`src/rtl/mul_pkg.sv`:
```
// Shared FSM state encoding and default widths for the multiply-accumulate slice.
package mul_pkg;

  typedef enum logic [1:0] {
    IDLE = 2'd0,
    ACC  = 2'd1,
    DONE = 2'd2
  } state_e;

  localparam int DEF_WIDTH = 4;
  localparam int DEF_ACC_W = 16;
  localparam int DEF_LEN_W = 9;

endpackage

```
`src/rtl/mul_accumulator_beat_counter.sv`:
```
// Beat counter: holds the latched transaction length and flags the last beat.
module beat_counter
  import mul_pkg::*;
#(
  parameter int LEN_W = DEF_LEN_W
) (
  input  logic             clk,
  input  logic             rst_n,
  input  logic             clr,
  input  logic [LEN_W-1:0] len_in,
  input  logic             en,
  output logic             tc
);

  logic [LEN_W-1:0] count;
  logic [LEN_W-1:0] len_q;
  logic [LEN_W-1:0] cnt_nxt;

  assign cnt_nxt = count + 1'b1;

  // Terminal count: the beat being accepted now is number len.
  assign tc = en && (cnt_nxt == len_q);

  // Clear and load the length on start; advance on every accepted beat.
  always_ff @(posedge clk or negedge rst_n) begin
    if (!rst_n) begin
      count <= '0;
      len_q <= '0;
    end else if (clr) begin
      count <= '0;
      len_q <= len_in;
    end else if (en) begin
      count <= cnt_nxt;
    end
  end

endmodule

```
`src/rtl/mul_accumulator.sv`:
```
// Accumulates len unsigned products from an external multiplier; result held
// until the consumer takes it. Sum wraps, carry-out sets a sticky ovf.
module mul_accumulator
  import mul_pkg::*;
#(
  parameter int WIDTH  = DEF_WIDTH,
  parameter int ACC_W  = DEF_ACC_W,
  parameter int LEN_W  = DEF_LEN_W,
  parameter int PROD_W = 2*WIDTH
) (
  input  logic              clk,
  input  logic              rst_n,
  input  logic              start,
  input  logic [LEN_W-1:0]  len,
  input  logic              in_valid,
  output logic              in_ready,
  input  logic [PROD_W-1:0] prod,
  output logic              out_valid,
  input  logic              out_ready,
  output logic [ACC_W-1:0]  acc_out,
  output logic              ovf,
  output logic              busy
);

  if (ACC_W < PROD_W) begin : g_acc_w_chk
    $error("mul_accumulator: ACC_W must be >= 2*WIDTH");
  end

  state_e         state, state_nxt;
  logic           take_start;
  logic           beat;
  logic           last_beat;
  logic [ACC_W:0] sum;
  logic [ACC_W-1:0] acc;
  logic           ovf_q;

  assign take_start = (state == IDLE) && start;
  assign beat       = (state == ACC) && in_valid;
  assign sum        = {1'b0, acc} + (ACC_W+1)'(prod);

  beat_counter #(.LEN_W(LEN_W)) u_cnt (
    .clk    (clk),
    .rst_n  (rst_n),
    .clr    (take_start),
    .len_in (len),
    .en     (beat),
    .tc     (last_beat)
  );

  // State register.
  always_ff @(posedge clk or negedge rst_n) begin
    if (!rst_n) state <= IDLE;
    else        state <= state_nxt;
  end

  // Next-state logic; start is only looked at in IDLE.
  always_comb begin
    state_nxt = state;
    unique case (state)
      IDLE: if (start)     state_nxt = (len == '0) ? DONE : ACC;
      ACC:  if (last_beat) state_nxt = DONE;
      DONE: if (out_ready) state_nxt = IDLE;
      default:             state_nxt = IDLE;
    endcase
  end

  // Handshake outputs decoded from state only.
  always_comb begin
    in_ready  = (state == ACC);
    out_valid = (state == DONE);
    busy      = (state != IDLE);
  end

  // Accumulator and sticky overflow; cleared on start, updated per beat.
  always_ff @(posedge clk or negedge rst_n) begin
    if (!rst_n) begin
      acc   <= '0;
      ovf_q <= 1'b0;
    end else if (take_start) begin
      acc   <= '0;
      ovf_q <= 1'b0;
    end else if (beat) begin
      acc   <= sum[ACC_W-1:0];
      ovf_q <= ovf_q | sum[ACC_W];
    end
  end

  assign acc_out = acc;
  assign ovf     = ovf_q;

endmodule

```
`config.mk`:
```
export PLATFORM = sky130hd
export DESIGN_NAME = mul_accumulator
export DESIGN_NICKNAME = d
export VERILOG_FILES = /design/src/rtl/mul_pkg.sv /design/src/rtl/mul_accumulator_beat_counter.sv /design/src/rtl/mul_accumulator.sv
export SDC_FILE = /design/constraint.sdc
export NUM_CORES = 1
export LEC_CHECK = 0
export CAP_MARGIN = 25
export CORE_MARGIN = 10
export CORE_UTILIZATION = 52
export CTS_CLUSTER_DIAMETER = 40
export DETAILED_ROUTE_END_ITERATION = 12
export PLACE_DENSITY_LB_ADDON = 0.15
export SETUP_SLACK_MARGIN = 0.3
export SYNTH_ARGS = -nofsm -noshare
export SYNTH_HDL_FRONTEND = slang
export SYNTH_SLANG_ARGS = --single-unit
```
`constraint.sdc`:
```
create_clock -name clk -period 2.4 [get_ports clk]
set_clock_uncertainty 0.2 [all_clocks]
set_input_delay 0.36 -clock clk [delete_from_list [all_inputs] [get_ports clk]]
set_output_delay 0.36 -clock clk [all_outputs]
set_load 0.02 [all_outputs]
```
==> Word-level counts from Yosys, hierarchy flattened <==
Index checks and enable logic that the tools add are counted.
{ "op_classes": {"n_addsub": 2, "n_eq_ne": 6, "mux": 11, "bitwise_logic": 1, "n_reduce_logical": 8} }
{ "op_table": {"columns": ["cell", "count"], "rows": [
  ["$mux W16", 2],
  ["$mux W9", 2],
  ["$add A16 B8 Y17", 1],
  ["$add A9 B1 Y9 const B", 1],
  ["$eq A9 B9 Y1", 1],
  ["$logic_not A9 Y1", 1],
  ["$mux W2", 4],
  ["$pmux W2 S3", 1],
  ["$ne A2 B1 Y1 const B", 2],
  ["$reduce_bool A2 Y1", 2],
  ["$logic_and A1 B1 Y1", 3],
  ["$reduce_and A3 Y1", 1],
  ["$eq A2 B1 Y1 const B", 1],
  ["$eq A2 B2 Y1 const B", 1],
  ["$logic_not A2 Y1", 1],
  ["$mux W1", 2],
  ["$ne A2 B2 Y1 const B", 1],
  ["$or A1 B1 Y1", 1]
]} }
{ "totals": {"reg_bits": 37, "input_bits": 22, "output_inout_bits": 20} }

==> Logic depth before layout (Yosys ltp) <==
Gate-level depths: netlist of the first run.
{ "depth": {"word_depth": 5, "depth_mapped": 9, "mapped_depth_nobuf": 9} }

==> Cells and area by module <==
Synthesis of the first run repeated with hierarchy kept, for this count alone.
{ "hier_totals": {"hier_cells": 233, "hier_area_um2": 2297.2} }
{ "modules_own_cells": {"columns": ["mod", "n_inst", "cells_each", "area_per_inst_um2"], "rows": [
  ["mul_accumulator", 1, 132, 1256.2],
  ["beat_counter", 1, 101, 1041.0]
]} }

==> Least setup slack after synthesis of the first run <==
Ideal clock, no wire load.
{ "synth_path": {"kind": "register to register", "start": "register acc[0] (netlist: acc_out[0])", "end": "register acc[12] (netlist: acc_out[12])", "setup_time_ps": 132, "arrival_time_ps": 1967, "slack_ps": 101, "stages_incl_launch_ff": 10, "path_buffers": 0, "period_less_slack_ps": 2299, "cell_sequence": "dfrtp_1 ha_1 inv_1 fa_1 nor2b_1 o21a_1 o21ai_1 a211o_1 o211ai_1 o31ai_1"} }
{ "synth_via": {"elab_chain_len": 3} }
{ "synth_lines": {"columns": ["element", "line", "source"], "rows": [
  ["start: declaration", "mul_accumulator.sv:34", "logic [ACC_W-1:0] acc;"],
  ["start signal: assignment", "mul_accumulator.sv:83", "acc <= sum[ACC_W-1:0];"],
  ["$add A16 B8 Y17", "mul_accumulator.sv:39", "assign sum = {1'b0, acc} + (ACC_W+1)'(prod);"],
  ["$mux W16", "mul_accumulator.sv:82", "end else if (beat) begin"],
  ["$mux W16", "mul_accumulator.sv:79", "end else if (take_start) begin"]
]} }
No other way between the ends. The select of a mux whose other input is x is not followed.
A chain may end at the register's enable or synchronous reset.

==> Worst setup path in the final report of the first run <==
{ "layout_path": {"start": "register acc[0] (netlist: acc_out[0])", "end": "register acc[4] (netlist: acc_out[4])"} }
Same word-level chain as after synthesis.

==> impl_metrics.py, run 1 <==
metrics = {
    "die": {
        "ios": 42,
        "die_x_um": 85.7,
        "dieArea_um2": 7350,
        "fp.dieH_um": 85.7,
        "core_area_um2": 4090,
        "core.rowCount": 23,
        "start_util_pct": 55.0,
    },
    "yosys": {
        "yosysTopAreaCell": "dfrtp_1",
        "synth_area_um2": 2250,
        "synth_area_leaders": "dfrtp_1 (41%), nand2_1 (9.7%), ha_1 (5.0%)",
        "yosysSeqAreaShare_pct": 41.2,
        "synth_edf_count": 0,
        "syn_inst": 254,
        "syn_nets": 286,
        "yosys_warnings": 0,
        "async_flop_share_pct": 100,
        "ys_types": 50,
        "avgSynthCellArea_um2": 8.85,
        "yosysTopAreaCellShare_pct": 41.2,
        "yosys_register_bits": 37,
        "synth_ff_type": "dfrtp_1",
    },
    "finish": {
        "nets": 360,
        "final_cell_area_um2": 3110,
        "nFillCells": 293,
        "antenna_cells": 0,
        "final_cells": 379,
        "drive_gt1_share_pct": 20.4,
        "area_growth_pct": 38.3,
    },
    "power_and_ir_drop": {
        "ir_worst_vdd_uv": 679,
        "power_frac_comb_pct": 57.0,
        "total_power_mw": 3.43,
        "pwr_density_cell_nw_per_um2": 1100,
        "clkPwrFrac_pct": 12.3,
        "cellLeakagePower_nw": 1.39,
        "swShare_pct": 41.1,
        "switchingPower_mw": 1.41,
        "p_int_mw": 2.02,
        "p_seq_share_pct": 30.7,
    },
    "sta": {
        "min_period_ns": 2.25,
        "worst_pin_slew_ns": 0.570,
        "fin_crit_sh_pct": 93.8,
        "rsz0062_at_grt": "true",
        "setup-tns-final_ns": 0,
        "max_slew_margin_pct": 61.9,
        "finalHoldViolCount": 0,
        "finalSetupViolations": 0,
        "timing.fmax_mhz": 444,
        "slew_viol_final": 0,
        "setup_slack_ns": 0.150,
    },
    "routing": {
        "first_iter_violations": 131,
        "routed_wl_um": 5610,
        "wl_per_cell_um": 14.8,
        "drcViolationCount": 0,
        "ant_nets": 0,
        "viasPerCell": 5.51,
        "dr.pass1.iters": 4,
        "num_vias": 2090,
    },
    "grt": {
        "grt_max_degree": 38,
        "overflow": 0,
        "grt_antenna_before_repair": 0,
        "grt_pass1_wl_um": 9400,
        "grtUsageTotal_pct": 15.3,
        "grt_pass1_vias": 2014,
    },
    "clocking": {
        "numCtsBuffers": 5,
        "cts.sinks": 37,
        "cts_buffer_depth": 2,
        "clock-root-buffer": "clkbuf_8",
        "path_clk_slew_ns": 0.07,
        "ctsHoldBuffers": 0,
        "insertion_delay_ns": 0.29,
        "cts_htree_levels": 2,
        "cts_tree": "done",
    },
    "placed_design": {
        "post-place-ws_ns": -0.353,
        "postPlaceCellArea_um2": 2830,
        "hpwl_um": 3920,
        "dpl.cell_count": 354,
        "gp_congestion": 0.857,
        "portBuffers": 41,
    },
    "job": {
        "drv_cap": 0,
    },
    "setup_path": {
        "reg2regPathDepth": 12,
        "cp-start-kind": "flip-flop",
        "crit_path_end_kind": "flip-flop",
        "r2r-start": "acc_out[0]$_DFFE_PN0P_",
        "rrSetupSlack_ns": 0.15,
        "critPathRequiredTime_ns": 2.39,
        "timing.rr.end": "acc_out[4]$_DFFE_PN0P_",
        "arrival_ns": 2.24,
        "critPathKind": "reg2reg",
        "crit_fanout": 2,
    },
    "worst_hold_path": {
        "min_path_type": "in2async",
    },
    "outcome": {
        "outcome": "finished clean",
    },
}
-- flip-flops by register name, summed over array words and instances, names as in the netlist --
name	count
u_cnt.len_q	9
state	2
acc_out	16
u_cnt.count	9
ovf	1
-- area by class of cell --
cell class | instances | area, um2 | share of cell area (%)
Multi-Input combinational cell | 204 | 1360 | 43.7
Sequential cell | 37 | 931 | 30.0
Tap cell | 50 | 62.6 | 2.01
Clock buffer | 8 | 80.1 | 2.58
Inverter | 6 | 22.5 | 0.725
Timing Repair Buffer | 74 | 654 | 21.1
-- critical path, cell delays in order (launching register included) --
cell and delay [ns]:
dfrtp_2 0.43, ha_4 0.16, inv_2 0.05, fa_2 0.20, nor2b_2 0.05, o21a_1 0.20
buf_4 0.14, buf_4 0.12, buf_4 0.12, buf_4 0.12, nor2_2 0.10, xnor2_1 0.08
a22o_1 0.18
-- power groups by stage --
stage | Sequential (mW) | Clock, mW | Combinational, mW
after floorplan | 1.12 | 0 | 0.985
after global placement | 1.06 | 0 | 1.63
after detailed placement | 1.07 | 0 | 1.66
after CTS | 1.05 | 0.433 | 1.83
after global routing | 1.09 | 0.449 | 2.15
final | 1.05 | 0.422 | 1.95
-- layer usage --
layer | vias up | GRT usage (%) | routed length, um
met2 | 54 | 24.4 | 2560
met4 | 0 | 4.04 | 55
met5 | - | 0 | 0
li1 | 1034 | - | -
met3 | 5 | 5.49 | 352
met1 | 997 | 19.0 | 2640
-- layout by cell type, fill, tap and decap left out, types with 5 or more instances in the layout --
cell type	count
nand3_1	6
buf_4	33
a21oi_1	10
inv_1	5
nor3_1	5
nor2_1	11
dfrtp_1	33
xor2_1	8
xnor2_1	11
nand2_1	58
clkdlybuf4s50_1	35
clkbuf_8	5
and3_1	7
dlygate4sd2_1	5
o21ai_0	19
-- worst max-delay path by stage --
stage	cells past startpoint	to	slack (ns)	startpoint
finish	12	acc_out[4]$_DFFE_PN0P_	0.15	acc_out[0]$_DFFE_PN0P_
global route	12	acc_out[4]$_DFFE_PN0P_	0.07	acc_out[0]$_DFFE_PN0P_
CTS	9	acc_out[6]$_DFFE_PN0P_	0.15	acc_out[0]$_DFFE_PN0P_
detailed placement	10	acc_out[12]$_DFFE_PN0P_	-0.35	prod[0]
global placement	10	acc_out[10]$_DFFE_PN0P_	-0.31	prod[0]
floorplan	9	acc_out[12]$_DFFE_PN0P_	0.22	acc_out[0]$_DFFE_PN0P_
-- cells by family (layout without fill, tap and decap cells) --
| family | count (synthesis) | after routing | share of synthesized area (%) |
|---|---|---|---|
| fa+ha+maj | 10 | 10 | 5.90 |
| compound gates | 59 | 59 | 16.6 |
| xor+xnor | 19 | 19 | 7.41 |
| flops | 37 | 37 | 41.2 |
| mux | 3 | 3 | 1.34 |
| buf+inv | 13 | 88 | 2.56 |
| simple gates | 113 | 113 | 25.0 |
-- timing repair --
action | CTS | global route
pin swaps | 13 | 9
setup endpoints to repair | 15 | 15
setup buffers | 10 | 7
gates resized for setup | 11 | 13
-- synthesized netlist by cell type, types with 2 or more instances --
library cell and instances:
nor2b_1 4, nand3_1 6, o21ai_1 4, o21ai_0 20
o41ai_1 2, nand4_1 2, a21oi_1 11, clkbuf_1 5
o211ai_1 2, and3b_1 2, xor2_1 8, nand2_1 58
and3_1 7, o31ai_1 5, a22o_1 2, xnor2_1 11
dfrtp_1 37, nor3_1 5, ha_1 9, nand3_2 2
o21bai_1 2, nor2_1 12, mux2i_1 3, inv_1 6
nand2b_1 4
-- stage by stage --
| stage | util [%] | hold slack [ns] |
|---|---|---|
| floorplan | - | -0.136 |
| global placement | 69.2 | 0.279 |
| detailed placement | 69.2 | 0.288 |
| CTS | 73.4 | 0.298 |
| global route | 76.0 | 0.330 |
| finish | 76.0 | 0.274 |
No activity file was read; power rests on OpenSTA's default activity.
==> run 2, diff against run 1 <==
- GPL_ROUTABILITY_DRIVEN: default -> 0
==> results of run 2 <==
No change in the layout: final DEF, timing and power equal those of run 1.
